$ cat config.mk
export PLATFORM = sky130hd
export DESIGN_NAME = i2c_slave_byte_ctrl
export DESIGN_NICKNAME = d
export VERILOG_FILES = /design/src/rtl/i2c_slave_byte_ctrl.sv
export SDC_FILE = /design/constraint.sdc
export NUM_CORES = 1
export LEC_CHECK = 0
export ABC_CLOCK_PERIOD_IN_PS = 1500
export CAP_MARGIN = 20
export CORE_UTILIZATION = 30
export CTS_CLUSTER_SIZE = 14
export DETAILED_ROUTE_END_ITERATION = 8
export SLEW_MARGIN = 20
export SYNTH_ARGS = -nofsm -noshare
export SYNTH_HDL_FRONTEND = slang
export SYNTH_SLANG_ARGS = --single-unit
export TNS_END_PERCENT = 30
$ cat constraint.sdc
create_clock -name clk -period 1.5 [get_ports clk]
set_input_delay 0.15 -clock clk [delete_from_list [all_inputs] [get_ports clk]]
set_output_delay 0.15 -clock clk [all_outputs]
set_load 0.02 [all_outputs]
$ cat src/rtl/i2c_slave_byte_ctrl.sv
// I2C target byte controller: oversampled START/STOP detection, 7-bit
// address match, write-byte receive with host ACK and read-byte transmit.
`timescale 1ns/1ps
module i2c_slave_byte_ctrl (
  input  logic       clk,
  input  logic       rstn,
  input  logic       ena,
  input  logic [6:0] slave_addr,
  input  logic       ack_in,
  input  logic [7:0] tx_data,
  input  logic       scl_i,
  input  logic       sda_i,
  output logic       sda_oen,
  output logic [7:0] rx_data,
  output logic       rx_valid,
  output logic       rx_first,
  output logic       tx_req,
  output logic       master_nack,
  output logic       start_det,
  output logic       stop_det,
  output logic       busy,
  output logic       rw
);

  typedef enum logic [2:0] {
    IDLE,
    ADDR,
    ADDR_ACK,
    RX,
    RX_ACK,
    TX,
    TX_ACK
  } state_t;

  logic scl_m_q, scl_s_q, scl_h_q;
  logic sda_m_q, sda_s_q, sda_h_q;

  state_t     state_q, state_d;
  logic [2:0] cnt_q, cnt_d;
  logic [7:0] sr_q, sr_d;
  logic       ack_q, ack_d;
  logic       pend_q, pend_d;
  logic       oen_q, oen_d;
  logic [7:0] rxd_q, rxd_d;
  logic       rxv_q, rxv_d;
  logic       rxf_q, rxf_d;
  logic       txr_q, txr_d;
  logic       mnack_q, mnack_d;
  logic       start_q, start_d;
  logic       stop_q, stop_d;
  logic       busy_q, busy_d;
  logic       rw_q, rw_d;

  logic       scl_rise, scl_fall, scl_hi;
  logic       start_c, stop_c;
  logic [7:0] shifted;

  // Idle bus is high; synchronizers reset high to avoid phantom edges.
  always_ff @(posedge clk) begin
    if (!rstn) begin
      scl_m_q <= 1'b1;
      scl_s_q <= 1'b1;
      scl_h_q <= 1'b1;
      sda_m_q <= 1'b1;
      sda_s_q <= 1'b1;
      sda_h_q <= 1'b1;
    end else begin
      scl_m_q <= scl_i;
      scl_s_q <= scl_m_q;
      scl_h_q <= scl_s_q;
      sda_m_q <= sda_i;
      sda_s_q <= sda_m_q;
      sda_h_q <= sda_s_q;
    end
  end

  assign scl_rise = scl_s_q & ~scl_h_q;
  assign scl_fall = ~scl_s_q & scl_h_q;
  assign scl_hi   = scl_s_q & scl_h_q;
  assign start_c  = scl_hi & ~sda_s_q & sda_h_q;
  assign stop_c   = scl_hi & sda_s_q & ~sda_h_q;
  assign shifted  = {sr_q[6:0], sda_s_q};

  always_ff @(posedge clk) begin
    if (!rstn) begin
      state_q <= IDLE;
      cnt_q   <= 3'd0;
      sr_q    <= 8'h00;
      ack_q   <= 1'b0;
      pend_q  <= 1'b0;
      oen_q   <= 1'b1;
      rxd_q   <= 8'h00;
      rxv_q   <= 1'b0;
      rxf_q   <= 1'b0;
      txr_q   <= 1'b0;
      mnack_q <= 1'b0;
      start_q <= 1'b0;
      stop_q  <= 1'b0;
      busy_q  <= 1'b0;
      rw_q    <= 1'b0;
    end else begin
      state_q <= state_d;
      cnt_q   <= cnt_d;
      sr_q    <= sr_d;
      ack_q   <= ack_d;
      pend_q  <= pend_d;
      oen_q   <= oen_d;
      rxd_q   <= rxd_d;
      rxv_q   <= rxv_d;
      rxf_q   <= rxf_d;
      txr_q   <= txr_d;
      mnack_q <= mnack_d;
      start_q <= start_d;
      stop_q  <= stop_d;
      busy_q  <= busy_d;
      rw_q    <= rw_d;
    end
  end

  always_comb begin
    state_d = state_q;
    cnt_d   = cnt_q;
    sr_d    = sr_q;
    ack_d   = ack_q;
    pend_d  = pend_q;
    oen_d   = oen_q;
    rxd_d   = rxd_q;
    rxv_d   = 1'b0;
    rxf_d   = 1'b0;
    txr_d   = 1'b0;
    mnack_d = 1'b0;
    start_d = 1'b0;
    stop_d  = 1'b0;
    busy_d  = busy_q;
    rw_d    = rw_q;

    if (!ena) begin
      state_d = IDLE;
      oen_d   = 1'b1;
      busy_d  = 1'b0;
    end else if (stop_c) begin
      state_d = IDLE;
      oen_d   = 1'b1;
      busy_d  = 1'b0;
      stop_d  = 1'b1;
    end else if (start_c) begin
      state_d = ADDR;
      cnt_d   = 3'd0;
      oen_d   = 1'b1;
      busy_d  = 1'b0;
      start_d = 1'b1;
    end else begin
      unique case (state_q)
        IDLE: ;
        ADDR: begin
          if (scl_rise) begin
            sr_d  = shifted;
            cnt_d = cnt_q + 3'd1;
            if (cnt_q == 3'd7) begin
              if (shifted[7:1] == slave_addr) begin
                state_d = ADDR_ACK;
                ack_d   = 1'b0;
                rw_d    = shifted[0];
              end else begin
                state_d = IDLE;
              end
            end
          end
        end
        // ack_q marks the second half of an ACK slot (driven, awaiting release)
        ADDR_ACK: begin
          if (scl_fall) begin
            if (!ack_q) begin
              ack_d  = 1'b1;
              oen_d  = 1'b0;
              busy_d = 1'b1;
            end else if (!rw_q) begin
              oen_d   = 1'b1;
              state_d = RX;
              pend_d  = 1'b1;
              cnt_d   = 3'd0;
            end else begin
              state_d = TX;
              txr_d   = 1'b1;
              sr_d    = tx_data;
              oen_d   = tx_data[7];
              cnt_d   = 3'd0;
            end
          end
        end
        RX: begin
          if (scl_rise) begin
            sr_d  = shifted;
            cnt_d = cnt_q + 3'd1;
            if (cnt_q == 3'd7) begin
              rxd_d   = shifted;
              rxv_d   = 1'b1;
              rxf_d   = pend_q;
              pend_d  = 1'b0;
              state_d = RX_ACK;
              ack_d   = 1'b0;
            end
          end
        end
        RX_ACK: begin
          if (scl_fall) begin
            if (!ack_q) begin
              ack_d = 1'b1;
              oen_d = ack_in;
            end else begin
              oen_d   = 1'b1;
              state_d = RX;
              cnt_d   = 3'd0;
            end
          end
        end
        TX: begin
          if (scl_fall) begin
            if (cnt_q == 3'd7) begin
              oen_d   = 1'b1;
              state_d = TX_ACK;
              ack_d   = 1'b0;
            end else begin
              sr_d  = {sr_q[6:0], sr_q[7]};
              oen_d = sr_q[6];
              cnt_d = cnt_q + 3'd1;
            end
          end
        end
        TX_ACK: begin
          if (scl_rise) begin
            if (sda_s_q) begin
              mnack_d = 1'b1;
              state_d = IDLE;
              busy_d  = 1'b0;
            end else begin
              ack_d = 1'b1;
            end
          end else if (scl_fall && ack_q) begin
            state_d = TX;
            txr_d   = 1'b1;
            sr_d    = tx_data;
            oen_d   = tx_data[7];
            cnt_d   = 3'd0;
          end
        end
        default: state_d = IDLE;
      endcase
    end
  end

  assign sda_oen     = oen_q;
  assign rx_data     = rxd_q;
  assign rx_valid    = rxv_q;
  assign rx_first    = rxf_q;
  assign tx_req      = txr_q;
  assign master_nack = mnack_q;
  assign start_det   = start_q;
  assign stop_det    = stop_q;
  assign busy        = busy_q;
  assign rw          = rw_q;

endmodule
Yosys cells after proc, flatten, opt, wreduce, memory -nomap -nowiden
Cells that the tools add are included.
{"block": "totals", "regBits": 39}
{"block": "classes", "n_eq_ne": 51, "n_bitwise": 20, "n_reduce_logical": 26, "n_mux": 76, "add_sub_neg": 1}
{"operator": "two-way mux 3 bit", "count": 22}
{"operator": "two-way mux 8 bit", "count": 8}
{"operator": "!= test 3 bit (second input constant)", "count": 15}
{"operator": "!= test 2 bit (second input constant)", "count": 21}
{"operator": "two-way mux 1 bit", "count": 37}
{"operator": "one-hot mux 8 bit (4 select lines)", "count": 1}
{"operator": "AND reduction 13 bit", "count": 2}
{"operator": "AND reduction 12 bit", "count": 2}
{"operator": "one-hot mux 3 bit (7 select lines)", "count": 1}
{"operator": "NOT 1 bit", "count": 13}
{"operator": "equality test 3 bit (second input constant)", "count": 4}
{"operator": "one-hot mux 3 bit (4 select lines)", "count": 1}
{"operator": "AND reduction 6 bit", "count": 2}
{"operator": "OR reduction 6 bit", "count": 2}
{"operator": "AND reduction 10 bit", "count": 1}
{"operator": "nonzero test 5 bit", "count": 2}
{"operator": "!= test 3 x 1 -> 1 bit (second input constant)", "count": 3}
{"operator": "AND reduction 9 bit", "count": 1}
{"operator": "!= test 4 bit (second input constant)", "count": 2}
{"operator": "nonzero test 4 bit", "count": 2}
{"operator": "bitwise AND 1 bit", "count": 7}
{"operator": "equality test 7 bit", "count": 1}
{"operator": "AND reduction 7 bit", "count": 1}
{"operator": "OR reduction 7 bit", "count": 1}
{"operator": "16 further kinds", "count": 22}

Logic depth before layout (Yosys ltp)
{"block": "depth", "depth_word": 7, "ltp_mapped": 8, "depth_no_buf": 7}

Least setup slack after synthesis
No wires, ideal clock.
{"block": "synth_path", "path_type": "reg-to-reg", "startpoint": "register cnt_q[0]", "endpoint": "register sr_q[6]", "required_ns": 1.412, "path_stages_with_launch": 9, "arrival_time_ns": 1.615, "path_slack_ns": -0.204, "path_buffers": 1, "path_cell_list": "dfxtp_1 -> ha_1 -> ha_1 -> nand2_1 -> nor2_1 -> a221oi_4 -> buf_6 -> a21oi_2 -> a311oi_2"}
{"block": "synth_via", "elab_chain_cells": 3}
{"item": "from (decl)", "line_no": "39", "text": "logic [2:0] cnt_q, cnt_d;"}
{"item": "from (signal assigned)", "line_no": "103", "text": "cnt_q <= cnt_d;"}
{"item": "equality test 3 bit", "line_no": "219", "text": "if (cnt_q == 3'd7) begin"}
{"item": "!= test 2 bit (no line)"}
{"item": "AND reduction 12 bit (no line)"}
{"item": "to (signal assigned)", "line_no": "104", "text": "sr_q <= sr_d;"}
{"item": "to (decl)", "line_no": "40", "text": "logic [7:0] sr_q, sr_d;"}
No other way between the ends.
A chain may end at the register's enable or synchronous reset.

Worst setup path after layout
{"block": "layout_path", "startpoint": "register cnt_q[1]", "endpoint": "register state_q[1]"}
{"block": "layout_via", "elab_chain_cells": 3}
{"item": "equality test 3 bit *", "line_no": "159, 195, 219"}
{"item": "!= test 2 bit (no line)"}
{"item": "AND reduction 13 bit (no line) *"}
{"item": "to (signal assigned)", "line_no": "102", "text": "state_q <= state_d;"}
{"item": "to (decl)", "line_no": "38", "text": "state_t state_q, state_d;"}
Every way passes the cells marked *; elsewhere a longest branch is shown, timed or not.

==> flow_summary.yaml <==
floorplanning:
  fp.dieH_um: 86.33
  initial_core_util_pct: 31.23
  die_x_um: 86.33
  ioPinCount: 38
  num_rows: 30
  core_area_um2: 6832
  dieArea_um2: 7452
sta:
  drv_slew: 0
  rsz0062_at_grt: "true"
  timing.fmax_mhz: 543.8
  worstMarginPinSlew_ps: 449.4
  setup_tns_ps: -4436
  finClkSkew_ps: 3.052
  hold_slack_ps: 403.6
  hold_viol_final: 0
  finalCritPeriodShare_pct: 122.6
  slew_headroom_pct: 70.04
  finalSetupViolations: 25
  setup_ws_ps: -339.0
  fin_crit_ps: 1839
route:
  vias: 2093
  drc: 0
  avgRoutedWirePerCell_um: 14.50
  antenna_left: 0
  drt-initial-drc-count: 106
  wl_um: 6234
  drt-vias-per-instance: 4.867
  first_pass_iters: 4
status:
  violations: "setup timing"
  status: "complete, but fails checks"
layout:
  nFillCells: 648
  drive_above_1_share_pct: 38.92
  syn2layout_area_growth_pct: 60.23
  mostFrequentLayoutCell: "buf_4"
  layout_common_cells: "63 x buf_4, 36 x clkdlybuf4s50_1, 31 x dfxtp_1"
  finalNetCount: 356
  diodes: 0
  layout.cells.non_filler: 430
placement:
  dp_hpwl_um: 4511
  dp_worst_setup_slack_ps: -382.1
  gp_congestion: 0.9047
  port_buffers: 37
  dpl.cell_count: 410
run:
  maxCapViolCount: 0
logic_synthesis:
  synth_edf_count: 0
  ys_seq_elements: 39
  ys_types: 63
  yosysWarnings: 0
  syn-num-nets: 254
  synthArstFlopShare_pct: 0
  synthFlopType: "dfxtp_1"
  syn-mean-instance-area_um2: 9.235
  syn_inst: 231
  seq_area_frac_synth_pct: 36.60
  syn-cell-area_um2: 2133
clock_network:
  cts_max_path_buffers: 2
  numCtsBuffers: 5
  hold_buffers: 0
  root_buffer: "clkbuf_8"
  cts_max_level: 2
  cts_tree: "done"
  cts_num_sinks: 39
  clkLatencyLatePin_ps: 300
  clkTransAtPathRegs_ps: 80
critical_path:
  critPathArrivalTime_ps: 2030
  endpoint_kind: "flip-flop"
  crit_type: "flip-flop to flip-flop"
  cp.required_ps: 1690
  start_kind: "flip-flop"
  path_max_fanout: 4
global_routing:
  grt_max_degree: 18
  grt_overflow_total: 0
  grtUsageTotal_pct: 17.05
  grt_pass1_vias: 1990
  grt_pass1_wl_um: 9756
  antenna_found_initial: 0
pwr:
  ir_drop_mv: 0.2770
  powerDensity_nw_per_um2: 661.6
  power_mw: 2.262
  p_leak_nw: 1.297
hold_path:
  hp-class: "input port to flip-flop"
-- layer usage --
| metal | GRT usage, % | vias to the layer above | wire [um] | share of wire (%) |
|---|---|---|---|---|
| met3 | 2.381 | 13 | 170 | 2.7 |
| met4 | 6.818 | 0 | 135 | 2.2 |
| met5 | 0 | - | 0 | 0 |
| met1 | 22.11 | 984 | 2912 | 47 |
| li1 | - | 1055 | - | - |
| met2 | 28.57 | 41 | 3016 | 48 |
-- report_power, final --
group	total (mW)	internal [mW]	switching (mW)
Clock	0.947	0.547	0.399
Sequential	1.05	1.04	0.0121
Combinational	0.264	0.151	0.113
Total	2.26	1.74	0.524
-- final cells by class --
| type | count | area (um^2) | area share [%] |
|---|---|---|---|
| flip-flops and latches | 39 | 800.8 | 23.43 |
| clock inverters | 2 | 38.79 | 1.135 |
| clock buffers | 6 | 82.58 | 2.416 |
| repair buffers | 112 | 1003 | 29.36 |
| well taps | 96 | 120.1 | 3.514 |
| inverters | 7 | 26.28 | 0.7687 |
| multi-input cells | 168 | 1346 | 39.39 |
-- final timing paths --
kind                          from                 endpoint  slack (ps)  depth (start not counted)
max          cnt_q[1]$_SDFFE_PN0P_  state_q[1]$_SDFFE_PP0P_        -340                          8
min                          sda_i       sda_m_q$_SDFF_PN1_         400                          2
max reg2reg  cnt_q[1]$_SDFFE_PN0P_  state_q[1]$_SDFFE_PP0P_        -340                          8
min reg2reg     scl_m_q$_SDFF_PN1_       scl_s_q$_SDFF_PN1_         410                          1
-- repair_timing --
item	in CTS	in global routing
resized for setup	24	20
setup buffers	9	4
pin swaps	11	17
setup endpoints to repair	29	28
-- flip-flops by register name, indices dropped and copies added (netlist names) --
signal	count
rx_data	8
sr_q	8
cnt_q	3
state_q	3
ack_q	1
busy	1
master_nack	1
pend_q	1
rw	1
rx_first	1
rx_valid	1
scl_h_q	1
scl_m_q	1
scl_s_q	1
sda_h_q	1
sda_m_q	1
sda_oen	1
sda_s_q	1
start_det	1
stop_det	1
tx_req	1
-- stage by stage --
step	instance area [um^2]	util, %
floorplan	2158	-
global placement	3062	44.82
detailed placement	3062	44.82
CTS	3294	48.22
global route	3418	50.04
finish	3418	50.04
-- synthesized netlist by cell type, drive strengths merged, types with 2 or more instances --
library cell	instances	share of area [%]
a211oi	2	1.3
a21o	3	1.1
a21oi	12	3.2
a221oi	2	1.6
a311oi	8	3.9
a31oi	4	1.2
a32o	3	1.4
and2	3	0.88
buf	11	4.0
clkbuf	6	1.2
dfxtp	39	37
ha	2	1.2
inv	6	1.1
mux2i	17	8.0
nand2	15	2.8
nand2b	12	3.9
nand3	3	0.70
nand4b	3	1.2
nor2	21	3.7
nor2b	2	0.94
nor3	3	0.70
nor3b	2	0.94
nor4	4	1.5
o211ai	4	1.4
o21ai	10	2.5
o22ai	3	0.88
o32ai	2	0.82
or2	2	0.59
xnor2	3	1.2
xor2	5	2.1
-- worst max-delay path, stage by stage, from the launching register on --
cell and delay [ps]:
dfxtp_2 340, ha_4 160, ha_4 170, nor4bb_1 120
o21ai_1 170, o211ai_1 210, buf_4 200, and3_4 150
a32o_1 210
-- cell families after synthesis --
logic type                 count (synthesis)  synth area share, %
xor gates and xnor gates                   8                3.285
buffers and inverters                     24                6.392
AOI/OAI and AO/OA                         61                22.52
DFF                                       39                36.60
and+or+nand+nor                           80                22.05
muxes                                     17                7.976
adders and majority gates                  2                1.173
Power figures use the tool's default switching activity.
